File: config.mk
export PLATFORM = sky130hd
export DESIGN_NAME = vbfs_scatter_fifo
export DESIGN_NICKNAME = d
export VERILOG_FILES = /design/src/rtl/vbfs_scatter_fifo.sv
export SDC_FILE = /design/constraint.sdc
export NUM_CORES = 1
export LEC_CHECK = 0
export BUFFER_PORTS_ARGS = -buffer_cell sky130_fd_sc_hd__buf_4
export CORE_ASPECT_RATIO = 0.7
export CORE_MARGIN = 2
export CORE_UTILIZATION = 55
export DETAILED_ROUTE_END_ITERATION = 10
export PLACE_DENSITY = 0.75
export SLEW_MARGIN = 20
export SYNTH_ARGS = -nofsm -noshare
export SYNTH_HDL_FRONTEND = slang
export SYNTH_SLANG_ARGS = --single-unit
File: constraint.sdc
create_clock -name sys_clk -period 17.14 [get_ports sys_clk]
set_input_delay 3.428 -clock sys_clk [delete_from_list [all_inputs] [get_ports sys_clk]]
set_output_delay 3.428 -clock sys_clk [all_outputs]
set_load 0.005 [all_outputs]
File: src/rtl/vbfs_scatter_fifo.sv
// rtl/vbfs_scatter_fifo.sv - BFS scatter FWFT buffer with zero-neighbour drop and per-round message count
module vbfs_scatter_fifo #(
  parameter int ID_WIDTH    = 32,
  parameter int ROUND_WIDTH = 2,
  parameter int DEPTH       = 8,
  parameter int COUNT_WIDTH = 16
) (
  input  logic                     sys_clk,
  input  logic                     sys_rst,
  input  logic [ID_WIDTH-1:0]      num_neighbors_in,
  input  logic [ID_WIDTH-1:0]      neighbor_in,
  input  logic [ID_WIDTH-1:0]      sender_in,
  input  logic [ROUND_WIDTH-1:0]   round_in,
  input  logic                     barrier_in,
  input  logic                     valid_in,
  output logic                     ready,
  output logic [ID_WIDTH-1:0]      neighbor_out,
  output logic [ID_WIDTH-1:0]      sender_out,
  output logic [ROUND_WIDTH-1:0]   round_out,
  output logic                     barrier_out,
  output logic                     valid_out,
  input  logic                     message_ack,
  output logic [COUNT_WIDTH-1:0]   msg_count_out,
  output logic [$clog2(DEPTH):0]   level
);

  localparam int AW = $clog2(DEPTH);
  localparam int EW = 2 * ID_WIDTH + ROUND_WIDTH + 1;
  localparam logic [AW:0] FULL_LEVEL = (AW + 1)'(DEPTH);

  logic [EW-1:0]          mem [DEPTH];
  logic [AW-1:0]          wr_ptr;
  logic [AW-1:0]          rd_ptr;
  logic [AW:0]            occ;
  logic [COUNT_WIDTH-1:0] count;
  logic [EW-1:0]          head;
  logic                   accept;
  logic                   wr_en;
  logic                   pop;

  // ready and valid_out come only from registered occupancy, so neither
  // depends combinationally on the other side's handshake.
  assign ready     = (occ != FULL_LEVEL);
  assign valid_out = (occ != '0);
  assign accept    = valid_in & ready;
  assign wr_en     = accept & (barrier_in | (num_neighbors_in != '0));
  assign pop       = valid_out & message_ack;

  assign head = mem[rd_ptr];
  assign {neighbor_out, sender_out, round_out, barrier_out} = head;

  assign msg_count_out = count;
  assign level         = occ;

  always_ff @(posedge sys_clk) begin
    if (wr_en) begin
      mem[wr_ptr] <= {neighbor_in, sender_in, round_in, barrier_in};
    end
  end

  always_ff @(posedge sys_clk) begin
    if (sys_rst) begin
      wr_ptr <= '0;
      rd_ptr <= '0;
      occ    <= '0;
    end else begin
      if (wr_en) begin
        wr_ptr <= wr_ptr + AW'(1);
      end
      if (pop) begin
        rd_ptr <= rd_ptr + AW'(1);
      end
      case ({wr_en, pop})
        2'b10:   occ <= occ + (AW + 1)'(1);
        2'b01:   occ <= occ - (AW + 1)'(1);
        default: occ <= occ;
      endcase
    end
  end

  // A barrier pop closes the round; the count seen with the barrier at the
  // head is therefore that round's total.
  always_ff @(posedge sys_clk) begin
    if (sys_rst) begin
      count <= '0;
    end else if (pop) begin
      if (head[0]) begin
        count <= '0;
      end else if (count != '1) begin
        count <= count + COUNT_WIDTH'(1);
      end
    end
  end

endmodule

# Word level (Yosys, flattened, before mapping)
# Memories as Yosys holds them, arrays and structs flattened. A register that Yosys moved wholly into a read port is not among the register bits.
# Index checks and enable logic that the tools add are counted.
# W data, S select, Z words.
# classes
mux,7
eq_ne,4
add_sub_neg,5
reduce_logical,5
bitwise,4
# ops
cell,n
$mux W16,2
$reduce_bool A32 Y1,1
$add A16 B1 Y16 const B,1
$ne A16 B16 Y1 const B,1
$pmux W4 S2,1
$add A3 B1 Y3 const B,2
$mux W3,2
$add A4 B1 Y4 const B,1
$ne A4 B4 Y1 const B,1
$reduce_bool A2 Y1,2
$reduce_bool A4 Y1,1
$sub A4 B1 Y4 const B,1
$and A1 B1 Y1,3
$eq A2 B1 Y1 const B,1
$eq A2 B2 Y1 const B,1
$mux W1,2
$reduce_and A2 Y1,1
$or A1 B1 Y1,1
# totals
n_memories,1
elab_cells,30
ff_bits,26
ram_bits,536
output_inout_bits,89
in_bits,103
# mem_list
name,depth,width,rd,rd_ports_with_merged_regs,wr,line_no,source
mem,8,67,1,1,1,31,logic [EW-1:0] mem [DEPTH];

# Logic depth before layout (Yosys ltp)
# depth
depth_word,5
mapped_depth,13
ltp_nobuf,12

# Worst setup path after synthesis
# Ideal clock, no wire load.
# synth_path
kind,in2reg
start,in num_neighbors_in[9]
end,"mem mem[2][0] in the netlist's numbering, enable pin"
setup_slack_ps,5645
t_arrival_ps,10814
required_ps,16459
path_buffers,0
stages,6
setup_time_ps,681
path_cell_list,nor4_1 nand4_1 nor3_1 nor2_1 inv_2 nor4b_1
# synth_via
elab_chain_cells,5
# synth_lines
element,line_no,source
from (decl),10,"input logic [ID_WIDTH-1:0] num_neighbors_in,"
$reduce_bool A32 Y1,46,assign wr_en = accept & (barrier_in | (num_neighbors_in != '0));
$or A1 B1 Y1,46,
$and A1 B1 Y1,46,
$mux W1,56,if (wr_en) begin
$mux W1 (implied by the code),57,"mem[wr_ptr] <= {neighbor_in, sender_in, round_in, barrier_in};"
to (decl),31,
# Every way passes these cells.

==> impl_metrics.env <==
export IMPL_power_density_mw_per_mm2=128.8
export IMPL_syn_num_nets=1073
export IMPL_grt_max_degree=59
export IMPL_setup_tns_ns=0
export IMPL_first_pass_iters=4
export IMPL_postCtsSetupBuffers=0
export IMPL_crit_path_start_kind="flip-flop"
export IMPL_drv_cap=0
export IMPL_grt_pass1_wl_um=63860
export IMPL_clock_skew_ns=0.01596
export IMPL_period_minus_slack_ns=6.561
export IMPL_ys_ff_latch=565
export IMPL_cts_resized=0
export IMPL_finalNetCount=1292
export IMPL_final_setup_viol_count=0
export IMPL_cp_arrival_ns=3.13
export IMPL_die_h_um=170.0
export IMPL_yosysUniqueCellTypes=43
export IMPL_fin_crit_sh_pct=38.28
export IMPL_drtAntennaViolNets=0
export IMPL_crit_type="flip-flop to output pin"
export IMPL_outcome="complete, no violations"
export IMPL_synth_area_mm2=0.02165
export IMPL_end_kind="output pin"
export IMPL_ctsHoldBuffers=0
export IMPL_critPathSlowestCell="dfxtp_4"
export IMPL_post_drt_via_cell_ratio=5.849
export IMPL_nFillCells=2565
export IMPL_root_buffer="clkbuf_16"
export IMPL_placed_area_mm2=0.02377
export IMPL_cts_buffers=50
export IMPL_ios=192
export IMPL_cp_slowest_stage_delay_ns=0.76
export IMPL_ys_warn_count=0
export IMPL_crit_path_max_fanout=51
export IMPL_drv_slew=0
export IMPL_coreArea_mm2=0.03859
export IMPL_tightestPinTransition_ns=1.038
export IMPL_die_x_um=241.1
export IMPL_vias=10240
export IMPL_first_global_vias=10650
export IMPL_hold_class="flip-flop to flip-flop"
export IMPL_synth_area_per_cell_um2=22.46
export IMPL_syn_inst=964
export IMPL_rrSetupSlack_ns=13.47
export IMPL_dieArea_mm2=0.04099
export IMPL_hold_violations=0
export IMPL_routedWlPerCell_um=24.22
export IMPL_cts_tree="yes"
export IMPL_cts_htree_levels=2
export IMPL_clkTransAtPathRegs_ns=0.07
export IMPL_grt_total_usage_pct=21.10
export IMPL_port_buffers=191
export IMPL_post_route_cells_drive_above_1_share_pct=41.44
export IMPL_max_freq_ghz=0.1524
export IMPL_final_area_mm2=0.02539
export IMPL_synth_seq_area_share_pct=77.03
export IMPL_initial_core_util_pct=56.11
export IMPL_synth_edf_count=536
export IMPL_required_ns=13.71
export IMPL_cts_buffer_depth=3
export IMPL_syn_to_final_growth_pct=17.29
export IMPL_async_flop_share_pct=0
export IMPL_drt_initial_drc_count=833
export IMPL_peakVddDrop_mv=0.09931
export IMPL_drt_wl_total_um=42390
export IMPL_p_leak_uw=0.008185
export IMPL_path_cells="buf_6 -> mux4_2 -> mux2_4 -> buf_4"
export IMPL_rows=60
export IMPL_gp_congestion=0.8372
export IMPL_dp_hpwl_um=23090
export IMPL_insertion_delay_ns=0.56
export IMPL_maxSlewHeadroom_pct=30.80
export IMPL_worst_hold_slack_ns=0.4973
export IMPL_antenna_found_initial=2
export IMPL_grt_overflow=0
export IMPL_synthFlopType="edfxtp_1"
export IMPL_cts_sinks=565
export IMPL_drc=0
export IMPL_rsz0062_at_grt="no"
-- placed cells by master (no fill, tap or decap), types with 3 or more instances in the layout --
| cell type | count |
|---|---|
| clkinv_2 | 12 |
| nand2_1 | 15 |
| xor2_1 | 4 |
| edfxtp_1 | 536 |
| nor3_1 | 4 |
| nor2_1 | 12 |
| or4_1 | 4 |
| o21ai_1 | 6 |
| dfxtp_1 | 26 |
| clkinv_1 | 10 |
| nor4b_2 | 4 |
| bufinv_16 | 5 |
| o31ai_2 | 7 |
| nand3_1 | 9 |
| nand4_1 | 6 |
| clkbuf_16 | 53 |
| inv_1 | 3 |
| o211ai_1 | 6 |
| buf_4 | 210 |
| mux4_2 | 134 |
| ha_1 | 6 |
| clkbuf_1 | 9 |
| o21ai_0 | 9 |
| a21boi_1 | 3 |
| mux2_2 | 66 |
| or3_1 | 7 |
| nor4_1 | 7 |
| dfxtp_4 | 3 |
| a21oi_1 | 11 |
| nor2b_1 | 4 |
-- routing by layer --
layer	GRT usage [%]	vias up	wire length, um
met5	0	-	0
met4	5.072	0	706
met3	5.012	54	2826
met2	34.12	296	21100
met1	29.56	5361	17760
li1	-	4524	-
-- worst paths after layout --
path / from / to / cells after the start
worst min-delay path: rd_ptr[1] / flip-flop / 2
worst min register to register: rd_ptr[1] / flip-flop / 2
worst max register to register: flip-flop / msg_count_out[15] / 6
worst max-delay path: flip-flop / barrier_out / 4
-- synthesized netlist by cell type (3+ instances only) --
library cell	number	area, um2
nor2_1	12	45.04
o21ai_1	6	30.03
o21ai_0	9	45.04
clkbuf_1	25	93.84
xor2_1	4	35.03
inv_1	3	11.26
nand2_1	15	56.30
nor3_1	6	30.03
mux2_2	66	743.2
nand3_1	9	45.04
edfxtp_1	536	16100
o211ai_1	6	45.04
nor4b_1	4	35.03
a21oi_1	11	55.05
buf_2	12	60.06
mux4_2	134	3018
nor4_1	9	56.30
nand4_1	6	37.54
o31ai_2	7	87.58
or3_1	7	43.79
ha_1	6	75.07
a21boi_1	3	22.52
dfxtp_1	29	580.6
buf_1	7	26.28
or4_1	4	30.03
nor2b_1	4	25.02
-- through the flow --
stage	total power (uW)	std cells	util, %	setup slack [ns]
final	3270	1750	65.81	10.58
after global routing	3393	1749	65.80	10.34
after CTS	3302	1748	65.77	10.21
after detailed placement	2200	1658	61.60	10.83
after global placement	2187	1658	61.60	10.85
after floorplan	1986	964	-	5.645
-- cell type report --
type / instances / area, um2 / share of cell area [%]
Sequential cell: 565 / 16690 / 65.72
Multi-Input combinational cell: 349 / 4811 / 18.95
Timing Repair Buffer: 212 / 1599 / 6.297
Clock buffer: 62 / 1360 / 5.356
Tap cell: 527 / 659.4 / 2.597
Clock inverter: 28 / 252.7 / 0.9953
Inverter: 5 / 18.77 / 0.07391
Antenna cell: 2 / 5.005 / 0.01971
-- worst max-delay path, delay by kind of cell, from the launching register on --
family | cells | cell delay, ns
flip-flops | 1 | 0.76
buffers and inverters | 2 | 0.83
multiplexers | 2 | 0.93
-- where the power goes --
part | switching, uW | total, uW | internal (uW)
Combinational | 243 | 542 | 299
Clock | 470 | 1110 | 636
Sequential | 40.1 | 1620 | 1580
-- sequential cells by signal (all words and copies together), names as in the netlist, named ones only --
register       flops
level              4
rd_ptr             3
wr_ptr             3
msg_count_out     16
mem              536
-- cell families (layout without fill, tap and decap cells) --
| kind of cell | count (synthesis) | after routing | synth area share, % |
|---|---|---|---|
| DFF | 565 | 565 | 77.03 |
| muxes | 204 | 204 | 17.59 |
| and+or+nand+nor | 87 | 87 | 2.260 |
| buffers and inverters | 50 | 307 | 0.9710 |
| AOI/OAI and AO/OA | 46 | 46 | 1.566 |
| adders and majority gates | 6 | 6 | 0.3468 |
| xor gates and xnor gates | 6 | 6 | 0.2427 |
| other | 0 | 2 | 0 |
Power figures use the tool's default switching activity.
